File: config.mk
export PLATFORM = sky130hd
export DESIGN_NAME = load_store_unit_flat
export DESIGN_NICKNAME = d
export VERILOG_FILES = /design/src/rtl/lsu_pkg.sv /design/src/rtl/load_store_unit_if.sv /design/src/rtl/lsu_align.sv /design/src/rtl/load_store_unit.sv /design/src/flat_wrapper.sv
export SDC_FILE = /design/constraint.sdc
export NUM_CORES = 1
export LEC_CHECK = 0
export CAP_MARGIN = 20
export CORE_ASPECT_RATIO = 2
export CORE_MARGIN = 8
export CORE_UTILIZATION = 42
export DETAILED_ROUTE_END_ITERATION = 10
export DONT_BUFFER_PORTS = 1
export PLACE_DENSITY_LB_ADDON = 0.12
export SETUP_SLACK_MARGIN = 0.4
export SLEW_MARGIN = 20
export SYNTH_ARGS = -nofsm -noshare
export SYNTH_HDL_FRONTEND = slang
export SYNTH_SLANG_ARGS = --single-unit
File: constraint.sdc
create_clock -name clk -period 2.4 [get_ports clk]
set_input_delay 0.48 -clock clk [delete_from_list [all_inputs] [get_ports clk]]
set_output_delay 0.48 -clock clk [all_outputs]
set_load 0.005 [all_outputs]
File: src/rtl/lsu_pkg.sv
// Shared types for the RV32I load/store unit: FSM states, funct3 codes,
// access-size encoding and the load-lane extraction helper.
package lsu_pkg;

    typedef enum logic [1:0] {
        IDLE = 2'd0,
        BUSY = 2'd1,
        DONE = 2'd2
    } state_e;

    localparam logic [2:0] F3_B  = 3'b000;
    localparam logic [2:0] F3_H  = 3'b001;
    localparam logic [2:0] F3_W  = 3'b010;
    localparam logic [2:0] F3_BU = 3'b100;
    localparam logic [2:0] F3_HU = 3'b101;

    typedef enum logic [1:0] {
        SZ_B = 2'd0,
        SZ_H = 2'd1,
        SZ_W = 2'd2
    } size_e;

    // Everything about an accepted access that must survive until the bus answers.
    typedef struct packed {
        logic       we;
        size_e      size;
        logic       uns;
        logic [1:0] off;
    } op_t;

    function automatic logic [31:0] extract_load(input logic [31:0] word,
                                                 input logic [1:0]  off,
                                                 input size_e       size,
                                                 input logic        uns);
        logic [31:0] sh;
        sh = word >> {off, 3'b000};
        case (size)
            SZ_B:    return uns ? {24'b0, sh[7:0]}  : {{24{sh[7]}}, sh[7:0]};
            SZ_H:    return uns ? {16'b0, sh[15:0]} : {{16{sh[15]}}, sh[15:0]};
            default: return word;
        endcase
    endfunction

endpackage

File: src/rtl/load_store_unit_if.sv
// Word-wide request/acknowledge data bus between the load/store unit (master)
// and memory (slave).
interface load_store_unit_if #(
    parameter int ADDR_W = 32
);
    logic              bus_req;
    logic              bus_we;
    logic [ADDR_W-1:0] bus_addr;
    logic [3:0]        bus_be;
    logic [31:0]       bus_wdata;
    logic              bus_ack;
    logic [31:0]       bus_rdata;

    modport master (
        output bus_req, bus_we, bus_addr, bus_be, bus_wdata,
        input  bus_ack, bus_rdata
    );

    modport slave (
        input  bus_req, bus_we, bus_addr, bus_be, bus_wdata,
        output bus_ack, bus_rdata
    );
endinterface

File: src/rtl/lsu_align.sv
// Combinational funct3 decode for the load/store unit: size/sign, byte enables,
// store-lane replication and illegal/misaligned detection.
module lsu_align
    import lsu_pkg::*;
(
    input  logic [2:0]  funct3_i,
    input  logic        is_load_i,
    input  logic [1:0]  off_i,
    input  logic [31:0] wdata_i,
    output logic [3:0]  be_o,
    output logic [31:0] wdata_o,
    output size_e       size_o,
    output logic        uns_o,
    output logic        illegal_o,
    output logic        misaligned_o
);

    always_comb begin
        // NOTE: every output gets a default first so no path through the cases can infer a latch.
        be_o         = 4'b1111;
        wdata_o      = wdata_i;
        size_o       = SZ_W;
        uns_o        = 1'b0;
        illegal_o    = 1'b0;
        misaligned_o = 1'b0;

        case (funct3_i)
            F3_B:  size_o = SZ_B;
            F3_H:  size_o = SZ_H;
            F3_W:  size_o = SZ_W;
            F3_BU: begin size_o = SZ_B; uns_o = 1'b1; illegal_o = !is_load_i; end
            F3_HU: begin size_o = SZ_H; uns_o = 1'b1; illegal_o = !is_load_i; end
            default: illegal_o = 1'b1;
        endcase

        case (size_o)
            SZ_B: begin
                be_o    = 4'b0001 << off_i;
                wdata_o = {4{wdata_i[7:0]}};
            end
            SZ_H: begin
                be_o         = off_i[1] ? 4'b1100 : 4'b0011;
                wdata_o      = {2{wdata_i[15:0]}};
                misaligned_o = off_i[0];
            end
            default: begin
                be_o         = 4'b1111;
                misaligned_o = (off_i != 2'b00);
            end
        endcase

        // Loads always fetch the full word; the lane is picked when the data returns.
        if (is_load_i) be_o = 4'b1111;
    end

endmodule

File: src/rtl/load_store_unit.sv
// Memory-stage load/store engine: IDLE -> BUSY -> DONE handshake with a word bus,
// pipeline stall while outstanding. Optional bus timeout: `define LSU_BUS_TIMEOUT_EN.
module load_store_unit
    import lsu_pkg::*;
#(
    parameter int ADDR_W         = 32,
    parameter int TIMEOUT_CYCLES = 255
) (
    input  logic               clk,
    input  logic               reset,
    input  logic               mem_read,
    input  logic               mem_write,
    input  logic               kill,
    input  logic [2:0]         funct3,
    input  logic [ADDR_W-1:0]  addr,
    input  logic [31:0]        wdata,
    output logic [31:0]        rdata,
    output logic               stall,
    output logic               err,
    load_store_unit_if.master  bus
);

    state_e              state_q, state_d;
    logic [ADDR_W-1:0]   addr_q;
    logic [3:0]          be_q;
    logic [31:0]         wdata_q;
    op_t                 op_q;
    logic                killed_q;
    logic [31:0]         rdata_q, rdata_d;

    logic                go, capture, discard, timeout;
    logic [3:0]          be;
    logic [31:0]         st_data;
    size_e               size;
    logic                uns, illegal, misaligned;

    // A simultaneous read and write is treated as a load.
    assign go = (mem_read | mem_write) & ~kill;

    lsu_align u_align (
        .funct3_i     (funct3),
        .is_load_i    (mem_read),
        .off_i        (addr[1:0]),
        .wdata_i      (wdata),
        .be_o         (be),
        .wdata_o      (st_data),
        .size_o       (size),
        .uns_o        (uns),
        .illegal_o    (illegal),
        .misaligned_o (misaligned)
    );

`ifdef LSU_BUS_TIMEOUT_EN
    localparam int CNT_W = ($clog2(TIMEOUT_CYCLES + 1) > 8) ? $clog2(TIMEOUT_CYCLES + 1) : 8;
    logic [CNT_W-1:0] cnt_q;

    always_ff @(posedge clk) begin
        if (reset)                cnt_q <= '0;
        else if (capture)         cnt_q <= '0;
        else if (state_q == BUSY) cnt_q <= cnt_q + CNT_W'(1);
    end

    assign timeout = (state_q == BUSY) && (cnt_q == CNT_W'(TIMEOUT_CYCLES - 1));
`else
    logic unused_timeout_cfg;
    assign unused_timeout_cfg = (TIMEOUT_CYCLES != 0);
    assign timeout            = 1'b0;
`endif

    // A flush during BUSY still completes the bus cycle but must not write rdata.
    assign discard = killed_q | kill;

    always_comb begin
        state_d = state_q;
        rdata_d = rdata_q;
        stall   = 1'b0;
        err     = 1'b0;
        capture = 1'b0;
        case (state_q)
            IDLE: begin
                if (go) begin
                    if (illegal || misaligned) begin
                        err = 1'b1;
                    end else begin
                        capture = 1'b1;
                        stall   = 1'b1;
                        state_d = BUSY;
                    end
                end
            end
            BUSY: begin
                stall = 1'b1;
                if (bus.bus_ack) begin
                    state_d = DONE;
                    if (!op_q.we && !discard)
                        rdata_d = extract_load(bus.bus_rdata, op_q.off, op_q.size, op_q.uns);
                end else if (timeout) begin
                    err     = 1'b1;
                    state_d = DONE;
                    if (!op_q.we && !discard) rdata_d = '0;
                end
            end
            DONE:    state_d = IDLE;
            default: state_d = IDLE;
        endcase
    end

    always_ff @(posedge clk) begin
        if (reset) begin
            state_q  <= IDLE;
            addr_q   <= '0;
            be_q     <= '0;
            wdata_q  <= '0;
            op_q     <= '0;
            killed_q <= 1'b0;
            rdata_q  <= '0;
        end else begin
            // NOTE: sequential state uses non-blocking assignments so every register samples pre-edge values.
            state_q <= state_d;
            rdata_q <= rdata_d;
            if (capture) begin
                addr_q   <= {addr[ADDR_W-1:2], 2'b00};
                be_q     <= be;
                wdata_q  <= st_data;
                op_q     <= '{we: !mem_read, size: size, uns: uns, off: addr[1:0]};
                killed_q <= 1'b0;
            end else if (state_q == BUSY && kill) begin
                killed_q <= 1'b1;
            end
        end
    end

    assign rdata         = rdata_q;
    assign bus.bus_req   = (state_q == BUSY);
    assign bus.bus_we    = op_q.we;
    assign bus.bus_addr  = addr_q;
    assign bus.bus_be    = be_q;
    assign bus.bus_wdata = wdata_q;

endmodule

File: src/flat_wrapper.sv
// flat-port wrapper written by rule: the top's interface ports become plain ports
module load_store_unit_flat import lsu_pkg::*;
#(
    parameter int ADDR_W         = 32,
    parameter int TIMEOUT_CYCLES = 255
)
  (clk, reset, mem_read, mem_write, kill, funct3, addr, wdata, rdata, stall, err, bus_bus_req, bus_bus_we, bus_bus_addr, bus_bus_be, bus_bus_wdata, bus_bus_ack, bus_bus_rdata);
  load_store_unit_if #(.ADDR_W(ADDR_W)) bus_i ();
  input  logic clk;
  input  logic reset;
  input  logic mem_read;
  input  logic mem_write;
  input  logic kill;
  input  logic [2:0] funct3;
  input  logic [ADDR_W-1:0] addr;
  input  logic [31:0] wdata;
  output logic [31:0] rdata;
  output logic stall;
  output logic err;
  output wire logic [$bits(bus_i.bus_req)-1:0] bus_bus_req;
  output wire logic [$bits(bus_i.bus_we)-1:0] bus_bus_we;
  output wire logic [$bits(bus_i.bus_addr)-1:0] bus_bus_addr;
  output wire logic [$bits(bus_i.bus_be)-1:0] bus_bus_be;
  output wire logic [$bits(bus_i.bus_wdata)-1:0] bus_bus_wdata;
  input wire logic [$bits(bus_i.bus_ack)-1:0] bus_bus_ack;
  input wire logic [$bits(bus_i.bus_rdata)-1:0] bus_bus_rdata;
  assign bus_bus_req = bus_i.bus_req;
  assign bus_bus_we = bus_i.bus_we;
  assign bus_bus_addr = bus_i.bus_addr;
  assign bus_bus_be = bus_i.bus_be;
  assign bus_bus_wdata = bus_i.bus_wdata;
  assign bus_i.bus_ack = bus_bus_ack;
  assign bus_i.bus_rdata = bus_bus_rdata;
  load_store_unit #(.ADDR_W(ADDR_W), .TIMEOUT_CYCLES(TIMEOUT_CYCLES)) u_core (.clk(clk), .reset(reset), .mem_read(mem_read), .mem_write(mem_write), .kill(kill), .funct3(funct3), .addr(addr), .wdata(wdata), .rdata(rdata), .stall(stall), .err(err), .bus(bus_i));
endmodule
# Word-level counts from Yosys, hierarchy flattened
# Index checks and enable logic that the tools add are counted.
dict set report totals {
  register_bits 107
  latch_bits 0
  ram_bits 0
  romBits 0
  input_bits 105
  output_inout_bits 104
  word_cells 66
  mem_count 0
}
dict set report classes {
  addsub 0
  n_mul 0
  n_div 0
  n_lt_le_gt_ge 0
  n_eq_ne 10
  shift 2
  mux 22
  bitwise 4
  n_reduce_logical 18
}
# cell n
set op_table {}
lappend op_table {{$pmux W32 S2} 2}
lappend op_table {{$mux W32} 2}
lappend op_table {{$shr A32 B5 Y16} 1}
lappend op_table {{$mux W4} 2}
lappend op_table {{$pmux W2 S2} 2}
lappend op_table {{$pmux W4 S2} 1}
lappend op_table {{$reduce_or A2 Y1} 4}
lappend op_table {{$mux W1} 7}
lappend op_table {{$eq A2 B1 Y1 const B} 3}
lappend op_table {{$eq A3 B3 Y1 const B} 2}
lappend op_table {{$logic_not A2 Y1} 3}
lappend op_table {{$mux W2} 3}
lappend op_table {{$pmux W1 S2} 3}
lappend op_table {{$reduce_and A3 Y1} 2}
lappend op_table {{$ne A2 B1 Y1 const B} 2}
lappend op_table {{$shl A1 B2 Y4 const A} 1}
lappend op_table {{$eq A3 B1 Y1 const B} 1}
lappend op_table {{$eq A3 B2 Y1 const B} 1}
lappend op_table {{$logic_not A1 Y1} 3}
lappend op_table {{$logic_not A3 Y1} 1}
lappend op_table {{$reduce_or A3 Y1} 1}
lappend op_table {{$logic_and A1 B1 Y1} 2}
lappend op_table {{$ne A2 B2 Y1 const B} 1}
lappend op_table {{$or A1 B1 Y1} 2}
lappend op_table {{4 further kinds} 4}

# Longest topological paths before layout
dict set report depth {
  word_depth 10
  mapped_depth 7
  ltp_nobuf 4
}

# Hierarchy
# Synthesis repeated with hierarchy kept, for this count alone.
dict set report hier_totals {
  cells_unflattened 609
  hier_area_um2 5036.1
}
# module instances cells_each area_per_inst_um2 seq_area_each_um2
set by_module_without_submodules {}
lappend by_module_without_submodules {load_store_unit 1 538 4518.1 2142.1}
lappend by_module_without_submodules {lsu_align 1 71 518.0 0.0}

# Least setup slack after synthesis
# OpenSTA, ideal clock, no wires.
dict set report synth_timing {
  path_type {in2out}
  start {input port kill}
  end {output port stall}
  arrival_time_ns 1.529
  required_time_ns 1.920
  path_slack_ns 0.391
  stages 6
  path_buffers 2
  cell_sequence {nor3_1 > o21a_1 > buf_2 > clkbuf_1 > a21oi_1 > nor2_1}
}
dict set report synth_via {
  elab_chain_cells 4
}
# item line_no
set synth_rtl {}
lappend synth_rtl {{start: declaration} flat_wrapper.sv:13} ;# input logic kill;
lappend synth_rtl {{$not A1 Y1} load_store_unit.sv:38} ;# assign go = (mem_read | mem_write) & ~kill;
lappend synth_rtl {{$and A1 B1 Y1} load_store_unit.sv:38}
lappend synth_rtl {{$mux W1} load_store_unit.sv:81} ;# if (go) begin
lappend synth_rtl {{$pmux W1 S2} load_store_unit.sv:79} ;# case (state_q)
lappend synth_rtl {{end: declaration} flat_wrapper.sv:18} ;# output logic stall;
# Every way passes these cells.

# Worst setup path in the final report
dict set report layout_timing {
  start {register u_core.state_q[1]}
  end {output port stall}
}
dict set report layout_via {
  elab_chain_cells 2
  word_cells_on_any_way 3
  cone_classes {eq/ne: 1; mux: 1; reduce/logical: 1}
}
# item line_no
set layout_rtl {}
lappend layout_rtl {{start: declaration} load_store_unit.sv:23} ;# state_e state_q, state_d;
lappend layout_rtl {{start signal: assignment} load_store_unit.sv:119} ;# state_q <= state_d;
lappend layout_rtl {{$eq A2 B1 Y1 or $logic_not A2 Y1 (tied branches)} load_store_unit.sv:79}
lappend layout_rtl {{$pmux W1 S2 *} load_store_unit.sv:79}
# Every way passes the cells marked *; elsewhere a longest branch is shown, timed or not.

==> metrics.txt <==
status finished clean; share of post-route cells with drive strength above 1 around 9.0%; final wirelength 15900 um; worst-path cell chain nor3_1 -> buf_4 -> o21a_2 -> a21oi_1 -> nor2_1; core box area 0.0120 sq mm; Static Leakage 1.73 nW; mean number of vias per cell 5.94; Comb pwr share 9.9%; CTS Hold Bufs 0; largest delay contributor family on the critical path simple AND/OR/NAND/NOR gates; via count roughly 4200; clk sinks between 100 and 150; YS warnings 0; DR WL/cell between 20 and 25 um; Worst-path clk slew 70 ps; Flop pwr share 51.2%; Fmax roughly 0.53 GHz; CTS tree yes; initial antenna violation count 0; CP max FO 4; worst path required time roughly 1900 ps; Post-CTS Setup Inserts 0; total CTS buffers 9; global-route wire length before repair 24200 um; design area approximately 0.0055 sq mm; Crit Path Class reg2out; Synth area leader dfxtp_1; DRT iter0 DRCs 265; Crit. End Element output port; fin. max-slew vios 0; largest cells by area after synthesis dfxtp_1, mux2i_1, o21ai_0; power per cell area 679 mW/mm^2; Post-DP Area 0.00516 sq mm; maximum vdd drop 351 uV; Commonest cells post-synth dfxtp_1, o21ai_0, a21oi_1, mux2i_1, nand3_1; root buffer cell clkbuf_16; Yosys reg bits between 100 and 150; worst slew pin tran 767 ps; CP peak stage delay roughly 330 ps; insertion delay to the later sink of the worst-skew pair approximately 350 ps; Synth cell types 45; final hold vios 0; Syn Std Cell Area 0.00508 sq mm; DR pass1 iterations 4; Clock Path Buffers 2; final setup vio count 0; FILL cells 1182; Buf+Inv Stages, Crit Path 1; number of flops mapped to enable cells by yosys 0; die area 0.0161 sq mm; grt ovf 0; Antenna Nets Post-Route 0; Tot GR Track Use approximately a fifth; Setup TNS 0 ps; # IOs 209; Final HPWL DP 11000 um; count leader, synth dfxtp_1; PortBufs 0; Critical Path Start Type flip-flop; vias in the first global route 4158; final RePlAce weighted congestion approximately 0.78; clock share of power 38.9%; Max Cap Viol 0; switching share of power 26.9%; DRC Markers 0; Final Skew 8.63 ps; multiplexer share of the synthesized area 9.94%; Worst slew margin between 40 and 50%; Synth Area in Compound Gates between 20% and 30%; Starting Density 42.4%; CTS resizes 0; # rows 57; Simple-Gate Fraction of Synth Area 13.3%; die width ~94 um; Final min period 1880 ps; sequential-to-total area share from yosys stat a little over two fifths; RSZ-0062 raised after global routing true; Nets around 670; slowest library cell on the worst path dfxtp_1; Top FF cell, synth dfxtp_1; Synth Area in Adders 0%; P_sw 0.997 mW; Hold Crit Class in2reg; Chip Height 172 um; # diodes 0; Syn-to-layout area delta 7.24%; Async SR Flop Fraction 0%; H-tree levels 3; period utilisation layout 78.2%; XOR/XNOR Fraction of Synth Area 0%; Yosys top cell area share 42.1%; Post-Syn Instances 597; largest family of logic cells by synthesized area compound AO/OA/AOI/OAI gates; Cell Int Power 2.70 mW; pin count of the biggest net entering global routing roughly 110; arrival time worst endpoint 1400 ps; Syn Area/Cell around 8.5 sq um
## state kept, by name (all words and copies together) (netlist names)
name and flops:
u_core.state_q 2, u_core.rdata 32, u_core.bus.bus_be 4, u_core.killed_q 1, u_core.bus.bus_addr 30, u_core.bus.bus_we 1
u_core.bus.bus_wdata 32, u_core.op_q 5
## layer usage
layer	routed length, um	up-vias	GRT usage [%]
met5	0	-	0
met4	199	0	6.18
met2	7080	155	27.1
met3	1860	14	8.70
li1	-	2114	-
met1	6780	1960	24.8
## per-stage QoR
step	worst slack, ps	power, mW	std cells	hold slack (ps)	util (%)
2_1_floorplan	429	2.25	598	448	-
3_3_place_gp	312	2.30	698	466	43.1
3_5_place_dp	276	2.31	698	464	43.1
4_1_cts	496	3.75	714	188	45.4
5_1_grt	390	3.86	714	178	45.5
6_report	522	3.70	714	198	45.5
## worst reg2reg max path, cell delays in order, from the launching register on
cell and delay, ps:
dfxtp_1 500, buf_4 280, nor2b_1 80, buf_4 170, o2bb2ai_1 120, o211ai_1 340
a211oi_2 120
## final timing paths
kind / cells past startpoint / start / slack (ps) / end
max: 5 / u_core.state_q[1] / 520 / stall
min: 1 / reset / 200 / u_core.rdata[15]
max reg2reg: 6 / u_core.op_q[0] / 660 / u_core.rdata[9]
min reg2reg: 2 / u_core.rdata[6] / 480 / u_core.rdata[6]
## power groups by stage
| stage | logic (mW) | registers [mW] | clock network (mW) |
|---|---|---|---|
| 2_1_floorplan | 0.331 | 1.91 | 0 |
| 3_3_place_gp | 0.364 | 1.94 | 0 |
| 3_5_place_dp | 0.366 | 1.94 | 0 |
| 4_1_cts | 0.367 | 1.90 | 1.49 |
| 5_1_grt | 0.410 | 1.90 | 1.55 |
| 6_report | 0.367 | 1.89 | 1.44 |
## area by class of cell
class	count	area, sq um	area share, %
Clock inverter	7	60.1	1.10
Multi-Input combinational cell	423	2670	49.0
Timing Repair Buffer	17	153	2.80
Tap cell	147	184	3.37
Clock buffer	9	225	4.13
Sequential cell	107	2140	39.3
Inverter	4	15.0	0.275
## cells in the final DEF (no fill, tap or decap), types with 2 or more instances in the layout
| master | n |
|---|---|
| and2_1 | 16 |
| nand2_1 | 27 |
| nor2b_1 | 3 |
| inv_1 | 4 |
| nand2b_1 | 10 |
| o21ai_0 | 84 |
| a211oi_2 | 7 |
| o221ai_1 | 7 |
| conb_1 | 2 |
| buf_4 | 15 |
| a311oi_1 | 8 |
| dfxtp_1 | 107 |
| clkinvlp_4 | 3 |
| o211ai_1 | 9 |
| a2bb2oi_1 | 7 |
| inv_6 | 3 |
| nor3_1 | 5 |
| mux2i_1 | 49 |
| nand3_1 | 49 |
| nor2_1 | 15 |
| clkbuf_16 | 9 |
| o2bb2ai_1 | 8 |
| a211oi_1 | 12 |
| a21oi_1 | 83 |
| buf_12 | 2 |
## logic make-up after synthesis
group,after synthesis
AOI/OAI and AO/OA,236
and+or+nand+nor,135
buffers and inverters,68
other,1
DFF,107
muxes,50
Note: power is estimated with default switching activity, not from simulation.
